### src/rtl/vga_timing_gen_pkg.sv
// Shared VGA timing types, standard mode constants and decode helpers.
// Used by the raster counter, the timing generator top and its bench.
package vga_timing_pkg;

  typedef struct packed {
    int unsigned h_visible;
    int unsigned h_front;
    int unsigned h_sync;
    int unsigned h_back;
    int unsigned v_visible;
    int unsigned v_front;
    int unsigned v_sync;
    int unsigned v_back;
  } vga_mode_t;

  localparam vga_mode_t MODE_640X480_60  = '{640, 16, 96, 48, 480, 10, 2, 33};
  localparam vga_mode_t MODE_800X600_60  = '{800, 40, 128, 88, 600, 1, 4, 23};
  localparam vga_mode_t MODE_1024X768_60 = '{1024, 24, 136, 160, 768, 3, 6, 29};

  function automatic int unsigned calc_total(input int unsigned vis, input int unsigned front,
                                             input int unsigned sync, input int unsigned back);
    return vis + front + sync + back;
  endfunction

  // Sync pulse occupies the slot immediately after the front porch.
  function automatic logic sync_active(input int unsigned pos, input int unsigned vis,
                                       input int unsigned front, input int unsigned sync);
    return (pos >= vis + front) && (pos < vis + front + sync);
  endfunction

endpackage

### src/rtl/vga_timing_gen_if.sv
// Video timing bundle from the timing generator to the pixel source / DAC stage.
interface vga_timing_gen_if #(
  parameter int COORD_W = 10
);
  logic               visible;
  logic [COORD_W-1:0] col;
  logic [COORD_W-1:0] row;
  logic               h_sync;
  logic               v_sync;
  logic               line_start;
  logic               frame_start;
  logic               fetch_valid;
  logic [COORD_W-1:0] fetch_col;
  logic [COORD_W-1:0] fetch_row;

  modport master (
    output visible, col, row, h_sync, v_sync, line_start, frame_start,
           fetch_valid, fetch_col, fetch_row
  );

  modport slave (
    input visible, col, row, h_sync, v_sync, line_start, frame_start,
          fetch_valid, fetch_col, fetch_row
  );
endinterface

### src/rtl/vga_timing_gen_raster_counter.sv
// Cascaded horizontal/vertical raster counter with tick enable and a configurable
// reset position; exports the position the next tick enters plus wrap flags.
module vga_raster_counter #(
  parameter int unsigned H_TOTAL = 800,
  parameter int unsigned V_TOTAL = 525,
  parameter int          COORD_W = 10,
  parameter int unsigned H_INIT  = 799,
  parameter int unsigned V_INIT  = 524
) (
  input  logic               pixel_clk,
  input  logic               reset,
  input  logic               ce,
  output logic [COORD_W-1:0] h_next,
  output logic [COORD_W-1:0] v_next,
  output logic               line_wrap,
  output logic               frame_wrap
);

  localparam logic [COORD_W-1:0] H_LAST = COORD_W'(H_TOTAL - 1);
  localparam logic [COORD_W-1:0] V_LAST = COORD_W'(V_TOTAL - 1);
  localparam logic [COORD_W-1:0] H_RST  = COORD_W'(H_INIT);
  localparam logic [COORD_W-1:0] V_RST  = COORD_W'(V_INIT);
  localparam logic [COORD_W-1:0] ONE    = COORD_W'(1);

  logic [COORD_W-1:0] h_cnt_reg;
  logic [COORD_W-1:0] v_cnt_reg;

  // Wrap flags describe the current position, so they mark the tick that enters col 0.
  always_comb begin
    line_wrap  = (h_cnt_reg == H_LAST);
    frame_wrap = line_wrap && (v_cnt_reg == V_LAST);
    h_next     = line_wrap ? '0 : h_cnt_reg + ONE;
    v_next     = v_cnt_reg;
    if (line_wrap) begin
      v_next = (v_cnt_reg == V_LAST) ? '0 : v_cnt_reg + ONE;
    end
  end

  always_ff @(posedge pixel_clk or negedge reset) begin
    if (!reset) begin
      h_cnt_reg <= H_RST;
      v_cnt_reg <= V_RST;
    end else if (ce) begin
      h_cnt_reg <= h_next;
      v_cnt_reg <= v_next;
    end
  end

endmodule

### src/rtl/vga_timing_gen.sv
// Parametrised VGA raster timing generator: display and look-ahead fetch rasters,
// decoded into registered, mutually aligned sync/visible/coordinate outputs.
module vga_timing_gen
  import vga_timing_pkg::*;
#(
  parameter int unsigned H_VISIBLE  = MODE_640X480_60.h_visible,
  parameter int unsigned H_FRONT    = MODE_640X480_60.h_front,
  parameter int unsigned H_SYNC     = MODE_640X480_60.h_sync,
  parameter int unsigned H_BACK     = MODE_640X480_60.h_back,
  parameter int unsigned V_VISIBLE  = MODE_640X480_60.v_visible,
  parameter int unsigned V_FRONT    = MODE_640X480_60.v_front,
  parameter int unsigned V_SYNC     = MODE_640X480_60.v_sync,
  parameter int unsigned V_BACK     = MODE_640X480_60.v_back,
  parameter bit          H_SYNC_POL = 1'b0,
  parameter bit          V_SYNC_POL = 1'b0,
  parameter int          COORD_W    = 10,
  parameter int unsigned LEAD       = 2
) (
  input  logic             pixel_clk,
  input  logic             reset,
  input  logic             ce,
  vga_timing_gen_if.master vid
);

  localparam int unsigned H_TOTAL = calc_total(H_VISIBLE, H_FRONT, H_SYNC, H_BACK);
  localparam int unsigned V_TOTAL = calc_total(V_VISIBLE, V_FRONT, V_SYNC, V_BACK);

  logic [COORD_W-1:0] disp_h_next;
  logic [COORD_W-1:0] disp_v_next;
  logic               disp_line_wrap;
  logic               disp_frame_wrap;
  logic [COORD_W-1:0] fetch_h_next;
  logic [COORD_W-1:0] fetch_v_next;
  logic               fetch_line_wrap;
  logic               fetch_frame_wrap;
  logic               unused_fetch_wraps;

  // Display raster starts one tick before (0,0) so the first enabled tick enters the frame.
  vga_raster_counter #(
    .H_TOTAL (H_TOTAL),
    .V_TOTAL (V_TOTAL),
    .COORD_W (COORD_W),
    .H_INIT  (H_TOTAL - 1),
    .V_INIT  (V_TOTAL - 1)
  ) u_disp_counter (
    .pixel_clk  (pixel_clk),
    .reset      (reset),
    .ce         (ce),
    .h_next     (disp_h_next),
    .v_next     (disp_v_next),
    .line_wrap  (disp_line_wrap),
    .frame_wrap (disp_frame_wrap)
  );

  // Fetch raster sits LEAD ticks ahead of the display raster, modulo the frame.
  vga_raster_counter #(
    .H_TOTAL (H_TOTAL),
    .V_TOTAL (V_TOTAL),
    .COORD_W (COORD_W),
    .H_INIT  (LEAD - 1),
    .V_INIT  (0)
  ) u_fetch_counter (
    .pixel_clk  (pixel_clk),
    .reset      (reset),
    .ce         (ce),
    .h_next     (fetch_h_next),
    .v_next     (fetch_v_next),
    .line_wrap  (fetch_line_wrap),
    .frame_wrap (fetch_frame_wrap)
  );

  assign unused_fetch_wraps = fetch_line_wrap ^ fetch_frame_wrap;

  logic visible_next;
  logic h_sync_next;
  logic v_sync_next;
  logic fetch_valid_next;

  always_comb begin
    visible_next     = (32'(disp_h_next) < H_VISIBLE) && (32'(disp_v_next) < V_VISIBLE);
    fetch_valid_next = (32'(fetch_h_next) < H_VISIBLE) && (32'(fetch_v_next) < V_VISIBLE);
    h_sync_next      = sync_active(32'(disp_h_next), H_VISIBLE, H_FRONT, H_SYNC)
                       ? H_SYNC_POL : ~H_SYNC_POL;
    v_sync_next      = sync_active(32'(disp_v_next), V_VISIBLE, V_FRONT, V_SYNC)
                       ? V_SYNC_POL : ~V_SYNC_POL;
  end

  logic               visible_reg;
  logic [COORD_W-1:0] col_reg;
  logic [COORD_W-1:0] row_reg;
  logic               h_sync_reg;
  logic               v_sync_reg;
  logic               line_start_reg;
  logic               frame_start_reg;
  logic               fetch_valid_reg;
  logic [COORD_W-1:0] fetch_col_reg;
  logic [COORD_W-1:0] fetch_row_reg;

  // Level outputs load only on ticks; strobes are recomputed every clock so they last one cycle.
  always_ff @(posedge pixel_clk or negedge reset) begin
    if (!reset) begin
      visible_reg     <= 1'b0;
      col_reg         <= '0;
      row_reg         <= '0;
      h_sync_reg      <= ~H_SYNC_POL;
      v_sync_reg      <= ~V_SYNC_POL;
      line_start_reg  <= 1'b0;
      frame_start_reg <= 1'b0;
      fetch_valid_reg <= 1'b0;
      fetch_col_reg   <= '0;
      fetch_row_reg   <= '0;
    end else begin
      line_start_reg  <= ce && disp_line_wrap;
      frame_start_reg <= ce && disp_frame_wrap;
      if (ce) begin
        visible_reg     <= visible_next;
        col_reg         <= disp_h_next;
        row_reg         <= disp_v_next;
        h_sync_reg      <= h_sync_next;
        v_sync_reg      <= v_sync_next;
        fetch_valid_reg <= fetch_valid_next;
        fetch_col_reg   <= fetch_h_next;
        fetch_row_reg   <= fetch_v_next;
      end
    end
  end

  assign vid.visible     = visible_reg;
  assign vid.col         = col_reg;
  assign vid.row         = row_reg;
  assign vid.h_sync      = h_sync_reg;
  assign vid.v_sync      = v_sync_reg;
  assign vid.line_start  = line_start_reg;
  assign vid.frame_start = frame_start_reg;
  assign vid.fetch_valid = fetch_valid_reg;
  assign vid.fetch_col   = fetch_col_reg;
  assign vid.fetch_row   = fetch_row_reg;

endmodule

### src/flat_wrapper.sv
// flat-port wrapper written by rule: the top's interface ports become plain ports
module vga_timing_gen_flat import vga_timing_pkg::*;
#(
  parameter int unsigned H_VISIBLE  = MODE_640X480_60.h_visible,
  parameter int unsigned H_FRONT    = MODE_640X480_60.h_front,
  parameter int unsigned H_SYNC     = MODE_640X480_60.h_sync,
  parameter int unsigned H_BACK     = MODE_640X480_60.h_back,
  parameter int unsigned V_VISIBLE  = MODE_640X480_60.v_visible,
  parameter int unsigned V_FRONT    = MODE_640X480_60.v_front,
  parameter int unsigned V_SYNC     = MODE_640X480_60.v_sync,
  parameter int unsigned V_BACK     = MODE_640X480_60.v_back,
  parameter bit          H_SYNC_POL = 1'b0,
  parameter bit          V_SYNC_POL = 1'b0,
  parameter int          COORD_W    = 10,
  parameter int unsigned LEAD       = 2
)
  (pixel_clk, reset, ce, vid_visible, vid_col, vid_row, vid_h_sync, vid_v_sync, vid_line_start, vid_frame_start, vid_fetch_valid, vid_fetch_col, vid_fetch_row);
  vga_timing_gen_if #(.COORD_W(COORD_W)) vid_i ();
  input  logic pixel_clk;
  input  logic reset;
  input  logic ce;
  output wire logic [$bits(vid_i.visible)-1:0] vid_visible;
  output wire logic [$bits(vid_i.col)-1:0] vid_col;
  output wire logic [$bits(vid_i.row)-1:0] vid_row;
  output wire logic [$bits(vid_i.h_sync)-1:0] vid_h_sync;
  output wire logic [$bits(vid_i.v_sync)-1:0] vid_v_sync;
  output wire logic [$bits(vid_i.line_start)-1:0] vid_line_start;
  output wire logic [$bits(vid_i.frame_start)-1:0] vid_frame_start;
  output wire logic [$bits(vid_i.fetch_valid)-1:0] vid_fetch_valid;
  output wire logic [$bits(vid_i.fetch_col)-1:0] vid_fetch_col;
  output wire logic [$bits(vid_i.fetch_row)-1:0] vid_fetch_row;
  assign vid_visible = vid_i.visible;
  assign vid_col = vid_i.col;
  assign vid_row = vid_i.row;
  assign vid_h_sync = vid_i.h_sync;
  assign vid_v_sync = vid_i.v_sync;
  assign vid_line_start = vid_i.line_start;
  assign vid_frame_start = vid_i.frame_start;
  assign vid_fetch_valid = vid_i.fetch_valid;
  assign vid_fetch_col = vid_i.fetch_col;
  assign vid_fetch_row = vid_i.fetch_row;
  vga_timing_gen #(.H_VISIBLE(H_VISIBLE), .H_FRONT(H_FRONT), .H_SYNC(H_SYNC), .H_BACK(H_BACK), .V_VISIBLE(V_VISIBLE), .V_FRONT(V_FRONT), .V_SYNC(V_SYNC), .V_BACK(V_BACK), .H_SYNC_POL(H_SYNC_POL), .V_SYNC_POL(V_SYNC_POL), .COORD_W(COORD_W), .LEAD(LEAD)) u_core (.pixel_clk(pixel_clk), .reset(reset), .ce(ce), .vid(vid_i));
endmodule
### config.mk
export PLATFORM = sky130hd
export DESIGN_NAME = vga_timing_gen_flat
export DESIGN_NICKNAME = d
export VERILOG_FILES = /design/src/rtl/vga_timing_gen_pkg.sv /design/src/rtl/vga_timing_gen_if.sv /design/src/rtl/vga_timing_gen_raster_counter.sv /design/src/rtl/vga_timing_gen.sv /design/src/flat_wrapper.sv
export SDC_FILE = /design/constraint.sdc
export NUM_CORES = 1
export LEC_CHECK = 0
export BUFFER_PORTS_ARGS = -buffer_cell sky130_fd_sc_hd__buf_2
export CAP_MARGIN = 25
export CORE_ASPECT_RATIO = 0.7
export CORE_MARGIN = 2
export CORE_UTILIZATION = 52
export DETAILED_ROUTE_END_ITERATION = 8
export PLACE_DENSITY = 0.83
export SLEW_MARGIN = 0
export SYNTH_ARGS = -nofsm -noshare
export SYNTH_HDL_FRONTEND = slang
export SYNTH_SLANG_ARGS = --single-unit
### constraint.sdc
create_clock -name pixel_clk -period 2 [get_ports pixel_clk]
set_input_delay 0.2 -clock pixel_clk [delete_from_list [all_inputs] [get_ports pixel_clk]]
set_output_delay 0.2 -clock pixel_clk [all_outputs]
set_load 0.02 [all_outputs]
# ---- Yosys cells after proc, flatten, opt, wreduce, memory -nomap -nowiden
# Index checks and enable logic that the tools add are counted.
dict set report classes {
  n_addsub 4
  mux 8
  n_eq_ne 4
  reduce_logical 7
  n_lt_le_gt_ge 8
}
# operator n
set ops {}
lappend ops {{$mux W10} 6}
lappend ops {{$add A10 B1 Y10 const B} 4}
lappend ops {{$eq A10 B10 Y1 const B} 4}
lappend ops {{$lt A10 B10 Y1 const B} 3}
lappend ops {{$lt A10 B9 Y1 const B} 3}
lappend ops {{$ge A10 B10 Y1 const B} 1}
lappend ops {{$ge A10 B9 Y1 const B} 1}
lappend ops {{$logic_and A1 B1 Y1} 7}
lappend ops {{$mux W1} 2}
dict set report totals {
  regBits 76
  wordCells 44
  in_bits 3
  out_inout_bits 46
}

# ---- Logic depth before layout (Yosys ltp)
dict set report logic_depth {
  depth_word 6
  ltp_mapped 10
  mapped_depth_nobuf 8
}

# ---- Modules after synthesis
# A second synthesis with hierarchy kept.
dict set report unflattened {
  cells_unflattened 429
  area_unflattened_um2 4640.7
}
# mod instances area_per_inst_um2 cells_per_inst seq_area_each_um2
set by_module_without_submodules {}
lappend by_module_without_submodules {vga_timing_gen 1 1771.7 109 1153.6}
lappend by_module_without_submodules {{vga_raster_counter at u_core.u_disp_counter} 1 1440.1 160 513.0}
lappend by_module_without_submodules {{vga_raster_counter at u_core.u_fetch_counter} 1 1428.9 160 501.7}

# ---- Worst setup path before layout
# Ideal clock, no wire load.
dict set report synth_timing {
  path_kind {reg-to-reg}
  from {reg u_core.u_disp_counter.h_cnt_reg[0]}
  to {reg u_core.u_disp_counter.v_cnt_reg[8]}
  path_slack_ns -0.170
  setup_ns 0.079
  t_arrival_ns 2.091
  t_required_ns 1.921
  period_less_slack_ns 2.170
  path_buffers 2
  stages_incl_launch_ff 11
  path_cell_list {dfstp_2 > ha_1 > and4_1 > buf_2 > and4_1 > buf_2 > nand2_1 > inv_2 > nand4_1 > nor2_1 > xor2_1}
}
dict set report synth_between {
  elab_chain_len 2
}
# item line
set synth_rtl {}
lappend synth_rtl {{start, declared} vga_timing_gen_raster_counter.sv:25} ;# logic [COORD_W-1:0] h_cnt_reg;
lappend synth_rtl {{start signal, assigned} vga_timing_gen_raster_counter.sv:44} ;# h_cnt_reg <= h_next;
lappend synth_rtl {{$eq A10 B10 Y1} vga_timing_gen_raster_counter.sv:30} ;# line_wrap = (h_cnt_reg == H_LAST);
lappend synth_rtl {{$mux W10} vga_timing_gen_raster_counter.sv:34} ;# if (line_wrap) begin
lappend synth_rtl {{end signal, assigned} vga_timing_gen_raster_counter.sv:45} ;# v_cnt_reg <= v_next;
lappend synth_rtl {{end, declared} vga_timing_gen_raster_counter.sv:26} ;# logic [COORD_W-1:0] v_cnt_reg;
# Every way passes these cells.
# A chain may end at the register's enable or synchronous reset.

# ---- Worst setup path after layout
dict set report layout_timing {
  from {reg u_core.u_disp_counter.v_cnt_reg[0]}
  to {reg u_core.v_sync_reg (netlist: u_core.vid.v_sync)}
}
dict set report layout_between {
  elab_chain_len 6
  word_cells_on_any_way 8
  cone_classes {1 x add/sub; 2 x order compare; 1 x eq/ne; 3 x mux; 1 x reduce/logical}
}
# item line
set layout_rtl {}
lappend layout_rtl {{$add A10 B1 Y10 / $eq A10 B10 Y1 (equally long branches)} vga_timing_gen_raster_counter.sv:35} ;# v_next = (v_cnt_reg == V_LAST) ? '0 : v_cnt_reg + ONE;
lappend layout_rtl {{$mux W10} vga_timing_gen_raster_counter.sv:35}
lappend layout_rtl {{$mux W10 (*)} vga_timing_gen_raster_counter.sv:34}
lappend layout_rtl {{$ge A10 B9 Y1 / $lt A10 B9 Y1 (equally long branches)} vga_timing_gen_pkg.sv:28} ;# return (pos >= vis + front) && (pos < vis + front + sync);
lappend layout_rtl {{$logic_and A1 B1 Y1 (*)} vga_timing_gen_pkg.sv:28}
lappend layout_rtl {{$mux W1 (*)} vga_timing_gen.sv:85} ;# ? V_SYNC_POL : ~V_SYNC_POL;
lappend layout_rtl {{end signal, assigned} vga_timing_gen.sv:106} ;# v_sync_reg <= ~V_SYNC_POL;
lappend layout_rtl {{end signal, assigned} vga_timing_gen.sv:120} ;# v_sync_reg <= v_sync_next;
lappend layout_rtl {{end, declared} vga_timing_gen.sv:92} ;# logic v_sync_reg;
# Mark *: on every way between the ends. The rest lies on a longest branch, timed or not.

==> results.sh <==
export IMPL_vdd_drop_max_v=0.000522
export IMPL_worstReg2RegEnd="u_core.vid.v_sync"
export IMPL_first_pass_iters=5
export IMPL_ctsRootBufferMaster="sky130_fd_sc_hd__clkbuf_8"
export IMPL_setup_ws_ns=-0.198
export IMPL_worst_endpoint_arrival_ns=2.47
export IMPL_cts_inserted_buffers=9
export IMPL_worst_setup_end_kind="flip-flop"
export IMPL_clkPwrFrac=0.296
export IMPL_ys_seq_area_frac=0.436
export IMPL_grt_setup_unrepaired="true"
export IMPL_path_clk_slew_ns=0.07
export IMPL_insertion_delay_ns=0.34
export IMPL_run_status="finished with violations"
export IMPL_post_synth_edffs=0
export IMPL_setup_skew_after_layout_ns=0.00753
export IMPL_final_antenna_net_count=0
export IMPL_critical_path_startpoint_type="flip-flop"
export IMPL_grt_antenna_before_repair=0
export IMPL_power_density_nw_per_um2=862
export IMPL_row_count=24
export IMPL_combinational_family_with_the_most_area_after_synthesis="simple AND/OR/NAND/NOR gates"
export IMPL_design_portCount=49
export IMPL_failing_checks="setup timing"
export IMPL_yosys_warnings=0
export IMPL_coreArea_sq_um=6190
export IMPL_synth_async_reset_ratio=1.00
export IMPL_grt_start_max_net_pins=39
export IMPL_place_hpwl_um=5690
export IMPL_die_height_um=70.8
export IMPL_internal_power_w=0.00238
export IMPL_post_synth_mux_area_share=0.0128
export IMPL_post_synth_and_or_nand_nor_area_fraction=0.214
export IMPL_detail_route_wirelength_um=8350
export IMPL_post_synth_cell_area_avg_sq_um=8.88
export IMPL_ys_types=58
export IMPL_gp_congestion=0.914
export IMPL_max_cap_violations=0
export IMPL_sequentialPowerShare=0.427
export IMPL_timing_setup_critical_path_class="flip-flop to flip-flop"
export IMPL_holdCritPathClass="input port to flip-flop"
export IMPL_final_layout_size_suffix_gt1_frac=0.372
export IMPL_globalRouteTotalUtil=0.236
export IMPL_area_delta_synth_final_pct=26.4
export IMPL_worst_slew_margin_relative_to_its_limit=0.672
export IMPL_worst_hold_slack_ns=0.186
export IMPL_synth_xor_area_frac=0.0556
export IMPL_die_area_sq_um=7030
export IMPL_clock_sink_count=57
export IMPL_synth_cell_area_sq_um=3310
export IMPL_timing_reg2reg_setup_slack_ns=-0.20
export IMPL_power_share_combinational=0.277
export IMPL_maximum_buffer_depth_of_the_clock_tree=2
export IMPL_rr_startpoint="u_core.u_disp_counter.v_cnt_reg[0]"
export IMPL_critical_path_endpoint="u_core.vid.v_sync"
export IMPL_crit_start="u_core.u_disp_counter.v_cnt_reg[0]"
export IMPL_worst_r2r_cell_count=9
export IMPL_via_per_inst=5.71
export IMPL_final_min_clock_period_ns=2.20
export IMPL_p_sw_frac=0.339
export IMPL_num_nets_final=457
export IMPL_finalPower_w=0.00361
export IMPL_yosys_area_share_adder=0.0265
export IMPL_setup_viol_count_final=5
export IMPL_post_route_period_util=1.10
export IMPL_hold_viol=0
export IMPL_area_fraction_in_compound_gates_after_synthesis=0.162
export IMPL_cp_required_ns=2.27
export IMPL_ctsHtreeMaxLevel=3
export IMPL_static_leakage_power_nw=1.92
export IMPL_net_count_of_the_mapped_netlist=383
export IMPL_ys_seq_elements=57
export IMPL_maxClockFrequency_mhz=455
export IMPL_vias_in_the_first_global_route=2777
export IMPL_number_of_drc_markers_in_iteration_0=188
export IMPL_diodes=0
export IMPL_via_count=3028
export IMPL_critical_path_peak_fanout=3
export IMPL_drc_violation_count_after_routing=0
export IMPL_wl_per_cell_um=15.8
export IMPL_report_final_slew_viol_count=0
export IMPL_synth_cells=373
export IMPL_netSwitchingPower_w=0.00122
export IMPL_tightest_slew_ns=0.492
export IMPL_grt_first_pass_wirelength_um=13200
export IMPL_cts_tree="done"
export IMPL_io_buffer_count=48
export IMPL_die_w_um=99.4
export IMPL_globalRoute_totalOverflow=0
export IMPL_start_util=0.535
export IMPL_synth_ff_type="sky130_fd_sc_hd__dfrtp_1"
export IMPL_fillCellCount=480
==> synthesized netlist by cell type (7+ instances only) <==
master | n | area [sq um]
sky130_fd_sc_hd__buf_4 | 19 | 143
sky130_fd_sc_hd__a21oi_1 | 19 | 95.1
sky130_fd_sc_hd__clkbuf_1 | 9 | 33.8
sky130_fd_sc_hd__nand2_1 | 41 | 154
sky130_fd_sc_hd__nor3_1 | 10 | 50.1
sky130_fd_sc_hd__o21ai_0 | 25 | 125
sky130_fd_sc_hd__ha_1 | 7 | 87.6
sky130_fd_sc_hd__xnor2_1 | 12 | 105
sky130_fd_sc_hd__nand4_1 | 7 | 43.8
sky130_fd_sc_hd__xor2_1 | 9 | 78.8
sky130_fd_sc_hd__a31oi_1 | 7 | 43.8
sky130_fd_sc_hd__dfrtp_1 | 44 | 1100
sky130_fd_sc_hd__o31ai_1 | 8 | 60.1
sky130_fd_sc_hd__nor2_1 | 29 | 109
sky130_fd_sc_hd__inv_1 | 22 | 82.6
sky130_fd_sc_hd__dfstp_2 | 13 | 342
sky130_fd_sc_hd__nand3_1 | 21 | 105
==> layout make-up <==
| class | count | area [sq um] | share of cell area |
|---|---|---|---|
| sequential | 57 | 1450 | 0.346 |
| tap | 78 | 97.6 | 0.0233 |
| inverter | 23 | 86.3 | 0.0206 |
| clock inverter | 3 | 40.0 | 0.00957 |
| clock buffer | 13 | 149 | 0.0356 |
| timing repair buffer | 99 | 638 | 0.153 |
| multi-input combinational | 257 | 1720 | 0.412 |
==> power groups by stage <==
stage	sequential, W	clock (W)	combinational, W
after floorplan	0.00160	0	0.000631
after global placement	0.00154	0	0.000950
after detailed placement	0.00155	0	0.000965
after CTS	0.00153	0.00108	0.000973
after global routing	0.00157	0.00112	0.00110
final	0.00154	0.00107	0.000999
==> placed cells by master, fill, tap and decap left out, drive strengths merged, types with 3 or more instances in the layout <==
cell type / n
o31ai: 8
and4: 5
a31oi: 7
inv: 23
nor3: 10
or3: 3
nand2: 41
a21oi: 19
xnor2: 12
o21ai: 27
a22oi: 4
xor2: 9
nor4: 4
dfstp: 13
and3: 6
nand4: 7
nand2b: 6
nand3: 21
clkbuf: 13
ha: 7
nor2: 29
dfrtp: 44
buf: 98
==> worst min path at each step <==
stage          start                            endpoint  slack, ns  cells past startpoint
5_1_grt           ce             u_core.vid.fetch_col[0]       0.18                      2
4_1_cts           ce             u_core.vid.fetch_col[0]       0.18                      2
3_3_place_gp   reset               u_core.vid.line_start       0.18                      1
3_5_place_dp   reset               u_core.vid.line_start       0.19                      1
6_report          ce             u_core.vid.fetch_col[0]       0.19                      2
2_1_floorplan  reset  u_core.u_disp_counter.h_cnt_reg[5]       -0.1                      0
==> worst max-delay path, stage by stage (launching register included) <==
cell                      delay [ns]
sky130_fd_sc_hd__dfrtp_2        0.42
sky130_fd_sc_hd__inv_2          0.09
sky130_fd_sc_hd__ha_4           0.13
sky130_fd_sc_hd__or4b_4         0.47
sky130_fd_sc_hd__or3_4          0.35
sky130_fd_sc_hd__and2_4         0.15
sky130_fd_sc_hd__buf_4          0.13
sky130_fd_sc_hd__a41oi_2        0.15
sky130_fd_sc_hd__a21oi_1        0.10
sky130_fd_sc_hd__a31oi_1        0.13
==> logic make-up (layout without fill, tap and decap cells) <==
logic type	Yosys count	count (layout)
AOI/OAI and AO/OA	84	84
DFF	57	57
xor gates and xnor gates	21	21
buffers and inverters	59	138
muxes	4	4
adders and majority gates	7	7
and+or+nand+nor	141	141
==> metrics by stage <==
| step | cell area (sq um) | worst slack, ns | TNS (ns) | utilization | std cells |
|---|---|---|---|---|---|
| global route | 4180 | -0.270 | -1.05 | 0.676 | 530 |
| global placement | 3780 | -0.0642 | -0.107 | 0.611 | 505 |
| CTS | 4020 | -0.167 | -0.484 | 0.649 | 524 |
| detailed placement | 3780 | -0.160 | -0.449 | 0.611 | 505 |
| floorplan | 3340 | -0.123 | -0.170 | - | 373 |
| finish | 4180 | -0.198 | -0.543 | 0.676 | 530 |
==> layer usage <==
| layer | vias to the layer above | routed length (um) | global-route usage |
|---|---|---|---|
| li1 | 1445 | - | - |
| met1 | 1460 | 3940 | 0.357 |
| met2 | 109 | 3750 | 0.332 |
| met3 | 14 | 512 | 0.0583 |
| met4 | 0 | 148 | 0.0822 |
| met5 | - | 0 | 0 |
==> timing repair <==
item                                   in CTS  in global routing
setup buffers                               2                  6
hold buffers                                1                  0
gates cloned                                0                  0
endpoints found under the hold margin      13                  0
gates resized for setup                    10                 32
pin swaps                                   2                  8
setup endpoints to repair                   7                 18
Power figures use the tool's default switching activity.
